--- src/rtl/kbd_ctrl_if.sv ---
`default_nettype none
// ============================================================================
// Module      : kbd_ctrl_if
// Description : Bundles the keyboard controller's FIFO, ROM and status signals.
//               master : kbd_ctrl side (pops FIFO, drives ROM address, status)
//               slave  : environment side (FIFO head, ROM data, observes status)
//   ps2_data   [7:0]       byte at head of receiver FIFO
//   ps2_ready              FIFO non-empty
//   nextdata_n             active-low pop strobe, one-cycle pulse
//   rom_scan   [7:0]       scan code presented to the ASCII rom
//   rom_ascii  [7:0]       rom result for rom_scan
//   key_down               a key is currently held
//   cur_scan   [7:0]       scan code of last pressed key
//   cur_ascii  [7:0]       ASCII of last pressed key
//   press_cnt  [CNT_W-1:0] distinct key press count
// Revision    : 1.0 - initial release
// ============================================================================
interface kbd_ctrl_if #(
    parameter int CNT_W = 8
);
    logic [7:0]       ps2_data;
    logic             ps2_ready;
    logic             nextdata_n;
    logic [7:0]       rom_scan;
    logic [7:0]       rom_ascii;
    logic             key_down;
    logic [7:0]       cur_scan;
    logic [7:0]       cur_ascii;
    logic [CNT_W-1:0] press_cnt;

    modport master (
        input  ps2_data, ps2_ready, rom_ascii,
        output nextdata_n, rom_scan, key_down, cur_scan, cur_ascii, press_cnt
    );

    modport slave (
        output ps2_data, ps2_ready, rom_ascii,
        input  nextdata_n, rom_scan, key_down, cur_scan, cur_ascii, press_cnt
    );
endinterface
`default_nettype wire

--- src/rtl/kbd_ctrl.sv ---
`default_nettype none
// ============================================================================
// Module      : kbd_ctrl
// Description : PS/2 keyboard sequencer. Pops raw bytes from the receiver
//               FIFO, strips F0 (break) and E0 (extended) prefixes, drives
//               the scan-code->ASCII rom, tracks the held key and counts
//               distinct key presses.
// Ports       : clk  - system clock, rising edge
//               clrn - asynchronous active-low reset
//               bus  - kbd_ctrl_if.master (FIFO, rom and status signals)
// Parameters  : CNT_W    - press counter width (wraps)
//               BRK_CODE - break prefix byte
//               EXT_CODE - extended prefix byte
// Build macro : KBD_EXT_FILTER_EN - when defined, the key sequence following
//               an E0 prefix (including an F0 and its byte) is discarded.
//               When undefined, E0 is dropped and later bytes act normally.
// Revision    : 1.0 - initial release
// ============================================================================
module kbd_ctrl #(
    parameter int         CNT_W    = 8,
    parameter logic [7:0] BRK_CODE = 8'hF0,
    parameter logic [7:0] EXT_CODE = 8'hE0
) (
    input  logic          clk,
    input  logic          clrn,
    kbd_ctrl_if.master    bus
);

    typedef enum logic [1:0] {
        ST_IDLE  = 2'd0,   // no key held
        ST_HELD  = 2'd1,   // key held
        ST_BRK_I = 2'd2,   // break prefix seen with no key held
        ST_BRK_H = 2'd3    // break prefix seen while a key is held
    } state_t;

    state_t           r_state;
    logic [7:0]       r_byte;
    logic             r_byte_vld;
    logic             r_nextdata_n;
    logic             r_key_down;
    logic [7:0]       r_cur_scan;
    logic [7:0]       r_cur_ascii;
    logic [CNT_W-1:0] r_press_cnt;
`ifdef KBD_EXT_FILTER_EN
    logic             r_ext;
`endif

    // The rom is combinational, so its result is valid in the processing
    // cycle while r_byte is held.
    assign bus.rom_scan   = r_byte;
    assign bus.nextdata_n = r_nextdata_n;
    assign bus.key_down   = r_key_down;
    assign bus.cur_scan   = r_cur_scan;
    assign bus.cur_ascii  = r_cur_ascii;
    assign bus.press_cnt  = r_press_cnt;

    always_ff @(posedge clk or negedge clrn) begin
        if (!clrn) begin
            r_state      <= ST_IDLE;
            r_byte       <= 8'h00;
            r_byte_vld   <= 1'b0;
            r_nextdata_n <= 1'b1;
            r_key_down   <= 1'b0;
            r_cur_scan   <= 8'h00;
            r_cur_ascii  <= 8'h00;
            r_press_cnt  <= '0;
`ifdef KBD_EXT_FILTER_EN
            r_ext        <= 1'b0;
`endif
        end else begin
            // Pop strobe is always a single-cycle pulse.
            r_nextdata_n <= 1'b1;
            if (r_byte_vld) begin
                // Processing cycle; fetch is blocked here, which spaces
                // pops at least two cycles apart.
                r_byte_vld <= 1'b0;
                if (r_byte == EXT_CODE) begin
`ifdef KBD_EXT_FILTER_EN
                    r_ext <= 1'b1;
`endif
                end
`ifdef KBD_EXT_FILTER_EN
                else if (r_ext) begin
                    // Swallow the extended key; an F0 keeps the sequence
                    // open until its following byte arrives.
                    if (r_byte != BRK_CODE) begin
                        r_ext <= 1'b0;
                    end
                end
`endif
                else begin
                    case (r_state)
                        ST_IDLE: begin
                            if (r_byte == BRK_CODE) begin
                                r_state <= ST_BRK_I;
                            end else begin
                                r_state     <= ST_HELD;
                                r_key_down  <= 1'b1;
                                r_cur_scan  <= r_byte;
                                r_cur_ascii <= bus.rom_ascii;
                                r_press_cnt <= r_press_cnt + 1'b1;
                            end
                        end
                        ST_HELD: begin
                            if (r_byte == BRK_CODE) begin
                                r_state <= ST_BRK_H;
                            end else if (r_byte != r_cur_scan) begin
                                // A repeat of the held key is typematic and
                                // is neither latched nor counted.
                                r_cur_scan  <= r_byte;
                                r_cur_ascii <= bus.rom_ascii;
                                r_press_cnt <= r_press_cnt + 1'b1;
                            end
                        end
                        ST_BRK_I: begin
                            if (r_byte != BRK_CODE) begin
                                r_state <= ST_IDLE;
                            end
                        end
                        ST_BRK_H: begin
                            if (r_byte == r_cur_scan) begin
                                r_state    <= ST_IDLE;
                                r_key_down <= 1'b0;
                            end else if (r_byte != BRK_CODE) begin
                                // Some other key was released; keep holding.
                                r_state <= ST_HELD;
                            end
                        end
                        default: begin
                            r_state    <= ST_IDLE;
                            r_key_down <= 1'b0;
                        end
                    endcase
                end
            end else if (bus.ps2_ready && r_nextdata_n) begin
                r_byte       <= bus.ps2_data;
                r_byte_vld   <= 1'b1;
                r_nextdata_n <= 1'b0;
            end
        end
    end

endmodule
`default_nettype wire

--- src/flat_wrapper.sv ---
// flat-port wrapper written by rule: the top's interface ports become plain ports
module kbd_ctrl_flat 
#(
    parameter int         CNT_W    = 8,
    parameter logic [7:0] BRK_CODE = 8'hF0,
    parameter logic [7:0] EXT_CODE = 8'hE0
)
  (clk, clrn, bus_ps2_data, bus_ps2_ready, bus_rom_ascii, bus_nextdata_n, bus_rom_scan, bus_key_down, bus_cur_scan, bus_cur_ascii, bus_press_cnt);
  kbd_ctrl_if #(.CNT_W(CNT_W)) bus_i ();
  input  logic clk;
  input  logic clrn;
  input wire logic [$bits(bus_i.ps2_data)-1:0] bus_ps2_data;
  input wire logic [$bits(bus_i.ps2_ready)-1:0] bus_ps2_ready;
  input wire logic [$bits(bus_i.rom_ascii)-1:0] bus_rom_ascii;
  output wire logic [$bits(bus_i.nextdata_n)-1:0] bus_nextdata_n;
  output wire logic [$bits(bus_i.rom_scan)-1:0] bus_rom_scan;
  output wire logic [$bits(bus_i.key_down)-1:0] bus_key_down;
  output wire logic [$bits(bus_i.cur_scan)-1:0] bus_cur_scan;
  output wire logic [$bits(bus_i.cur_ascii)-1:0] bus_cur_ascii;
  output wire logic [$bits(bus_i.press_cnt)-1:0] bus_press_cnt;
  assign bus_i.ps2_data = bus_ps2_data;
  assign bus_i.ps2_ready = bus_ps2_ready;
  assign bus_i.rom_ascii = bus_rom_ascii;
  assign bus_nextdata_n = bus_i.nextdata_n;
  assign bus_rom_scan = bus_i.rom_scan;
  assign bus_key_down = bus_i.key_down;
  assign bus_cur_scan = bus_i.cur_scan;
  assign bus_cur_ascii = bus_i.cur_ascii;
  assign bus_press_cnt = bus_i.press_cnt;
  kbd_ctrl #(.CNT_W(CNT_W), .BRK_CODE(BRK_CODE), .EXT_CODE(EXT_CODE)) u_core (.clk(clk), .clrn(clrn), .bus(bus_i));
endmodule
--- config.mk ---
export PLATFORM = sky130hd
export DESIGN_NAME = kbd_ctrl_flat
export DESIGN_NICKNAME = d
export VERILOG_FILES = /design/src/rtl/kbd_ctrl_if.sv /design/src/rtl/kbd_ctrl.sv /design/src/flat_wrapper.sv
export SDC_FILE = /design/constraint.sdc
export NUM_CORES = 1
export LEC_CHECK = 0
export BUFFER_PORTS_ARGS = -buffer_cell sky130_fd_sc_hd__buf_2
export CORE_MARGIN = 1.5
export CORE_UTILIZATION = 40
export DETAILED_ROUTE_END_ITERATION = 10
export MAX_ROUTING_LAYER = met4
export PLACE_DENSITY_LB_ADDON = 0.2
export SKIP_CTS_REPAIR_TIMING = 1
export SYNTH_ARGS = -nofsm -noshare
export SYNTH_HDL_FRONTEND = slang
export SYNTH_SLANG_ARGS = --single-unit
--- constraint.sdc ---
create_clock -name clk -period 1.7 [get_ports clk]
set_input_delay 0.085 -clock clk [delete_from_list [all_inputs] [get_ports clk]]
set_output_delay 0.085 -clock clk [all_outputs]
set_load 0.01 [all_outputs]
==> qor.yml <==
grt_pass1_vias: 1529
antenna_found_initial: 0
viasPerCell: 5.10
cts.sinks: 37
skew_ns: 0.00829
ys.flop_type: "dfrtp_1"
fin_nets: 247
dpl.hpwl_mm: 3.21
yosysMostFrequentCell: "dfrtp_1"
setup-violations-final: 0
regArea_um2: 936
syn2layout_area_growth_pct: 36.0
start_util_pct: 43.0
wl_mm: 4.36
clk_latency_ns: 0.28
core_mm2: 0.00412
path_max_fanout: 7
status: "complete, but fails checks"
ir_worst_vdd_v: 0.000562
synth_edf_count: 0
die_h_um: 69.5
cts_tree: "built"
start_kind: "flip-flop"
whs_ns: -0.00340
filler_cell_count: 349
cts_root_buf: "clkbuf_8"
synth_seq_cells: 37
max_slew.worst_pin.slew_ns: 0.546
async_reset_ff_share_pct: 100
synth.avg_cell_area_um2: 12.3
synth.top_cells.by_count: "36 x dfrtp_1, 26 x nand2_1, 10 x xnor2_1"
relSlewSlack_pct: 63.6
drc_errors: 0
p_leak_nw: 1.14
synth.distinct_cells: 43
seq_area_frac_synth_pct: 52.4
fmax_mhz: 602
grt_max_degree: 25
yosysWarnings: 0
synth_top_area_share_pct: 51.0
ios: 53
fin_ws_ns: 0.0391
initialDrtViolationCount: 59
grt_pass1_wl_mm: 7.29
r2r_slack_ns: 0.04
synth_area_leaders: "dfrtp_1 51%, mux2_4 7.6%, nand2_1 5.5%, mux2_2 5.1%, xnor2_1 5.0%"
clk_pin_slew_worst_paths_ns: 0.07
period_needed_ns: 1.66
arrival_ns: 1.83
finalCritPeriodShare_pct: 97.7
min_path_type: "in2reg"
worstSetupPathType: "reg2reg"
syn_area_mm2: 0.00177
die_x_um: 69.5
pre_cts_ws_ns: -0.0267
drive_gt1_share_pct: 51.8
slew_violations: 0
antenna_left: 0
power_w: 0.00346
track_usage_pct: 19.4
htree_levels: 2
gr-total-overflow: 0
max_cap_viol_count: 0
hold_violations: 3
drt_pass1_iterations: 4
die_area_mm2: 0.00483
cts_made_buffers: 5
syn_nets: 164
rows: 23
clockBufferDepth: 2
synth_top_cell_by_area: "dfrtp_1"
violations: "negative hold slack"
diodes: 0
gp_congestion: 0.897
endpoint_kind: "flip-flop"
worstPathRequired_ns: 1.87
power-per-cell-area_mw_per_mm2: 1440
via_count: 1419
wl_per_cell_um: 15.7
port_buffers: 52
rsz0062_at_grt: "true"
multi_input_area_um2: 818
syn_inst: 144
metrics by stage:
stage          util (%)  cell area, um2  hold WS (ns)  std cells   TNS, ns
6_report           58.4            2400      -0.00340        278         0
3_5_place_dp       54.1            2230        0.0991        264    -0.150
2_1_floorplan         -            1790        -0.211        144    -0.900
3_3_place_gp       54.1            2230        0.0927        264  -0.00822
4_1_cts            56.3            2320        -0.216        272    -0.327
5_1_grt            58.4            2400        0.0118        278    -0.148
area by class of cell:
cell class                 count  share of cell area (%)
tap                           50                    2.60
sequential                    37                    38.9
timing repair buffer          80                    20.4
multi-input combinational    101                    34.0
inverter                       2                   0.312
clock buffer                   8                    3.75
path summary, 6_finish.rpt:
path	startpoint	cells past startpoint	to
max in group asynchronous	clrn	3	u_core.r_state[1]$_DFFE_PN0P_
max	u_core.bus.rom_scan[5]$_DFFE_PN0P_	5	u_core.bus.cur_scan[3]$_DFFE_PN0P_
max reg2reg	u_core.bus.rom_scan[5]$_DFFE_PN0P_	5	u_core.bus.cur_scan[3]$_DFFE_PN0P_
min reg2reg	u_core.bus.cur_ascii[4]$_DFFE_PN0P_	1	u_core.bus.cur_ascii[4]$_DFFE_PN0P_
min in group asynchronous	clrn	2	u_core.bus.press_cnt[2]$_DFFE_PN0P_
min	bus_ps2_data[3]	3	u_core.bus.rom_scan[3]$_DFFE_PN0P_
registers in the layout, indices dropped and copies added, names as in the netlist:
name                   count
u_core.bus.rom_scan        8
u_core.bus.cur_ascii       8
u_core.bus.press_cnt       8
u_core.bus.cur_scan        8
u_core.r_byte_vld          1
u_core.bus.key_down        1
u_core.r_state             2
u_core.bus.nextdata_n      1
critical path: stages (launching register included):
cell and delay, ns:
dfrtp_2 0.44, and3_4 0.19, a21o_4 0.21, a31oi_4 0.21
buf_6 0.19, mux2_4 0.31
placed cells by master (no fill, tap or decap), drive strengths merged, types with 3 or more instances in the layout:
| cell type | instances |
|---|---|
| and4 | 3 |
| buf | 77 |
| clkbuf | 8 |
| dfrtp | 36 |
| dlygate4sd3 | 3 |
| mux2 | 17 |
| nand2 | 26 |
| nand3 | 4 |
| nand4 | 5 |
| o311ai | 3 |
| xnor2 | 10 |
| xor2 | 3 |
power breakdown:
part | total, W | internal [W] | switching [W]
registers | 0.00142 | 0.00115 | 0.000272
logic | 0.00142 | 0.000753 | 0.000667
clock network | 0.000620 | 0.000331 | 0.000290
total | 0.00346 | 0.00223 | 0.00123
per-layer routing:
metal | GRT usage [%] | wire [um]
met4 | 7.63 | 37
met5 | - | 0
met1 | 23.5 | 1940
met2 | 31.5 | 2210
met3 | 4.51 | 171
kinds of logic (layout without fill, tap and decap cells):
family | count (synthesis) | in the layout | synth area share [%]
and+or+nand+nor | 48 | 48 | 13.8
DFF | 37 | 37 | 52.4
AOI/OAI and AO/OA | 22 | 22 | 10.5
muxes | 17 | 17 | 12.7
xor gates and xnor gates | 13 | 13 | 6.44
buffers and inverters | 6 | 90 | 3.40
adders and majority gates | 1 | 1 | 0.708
(Power assumes the default switching activity.)
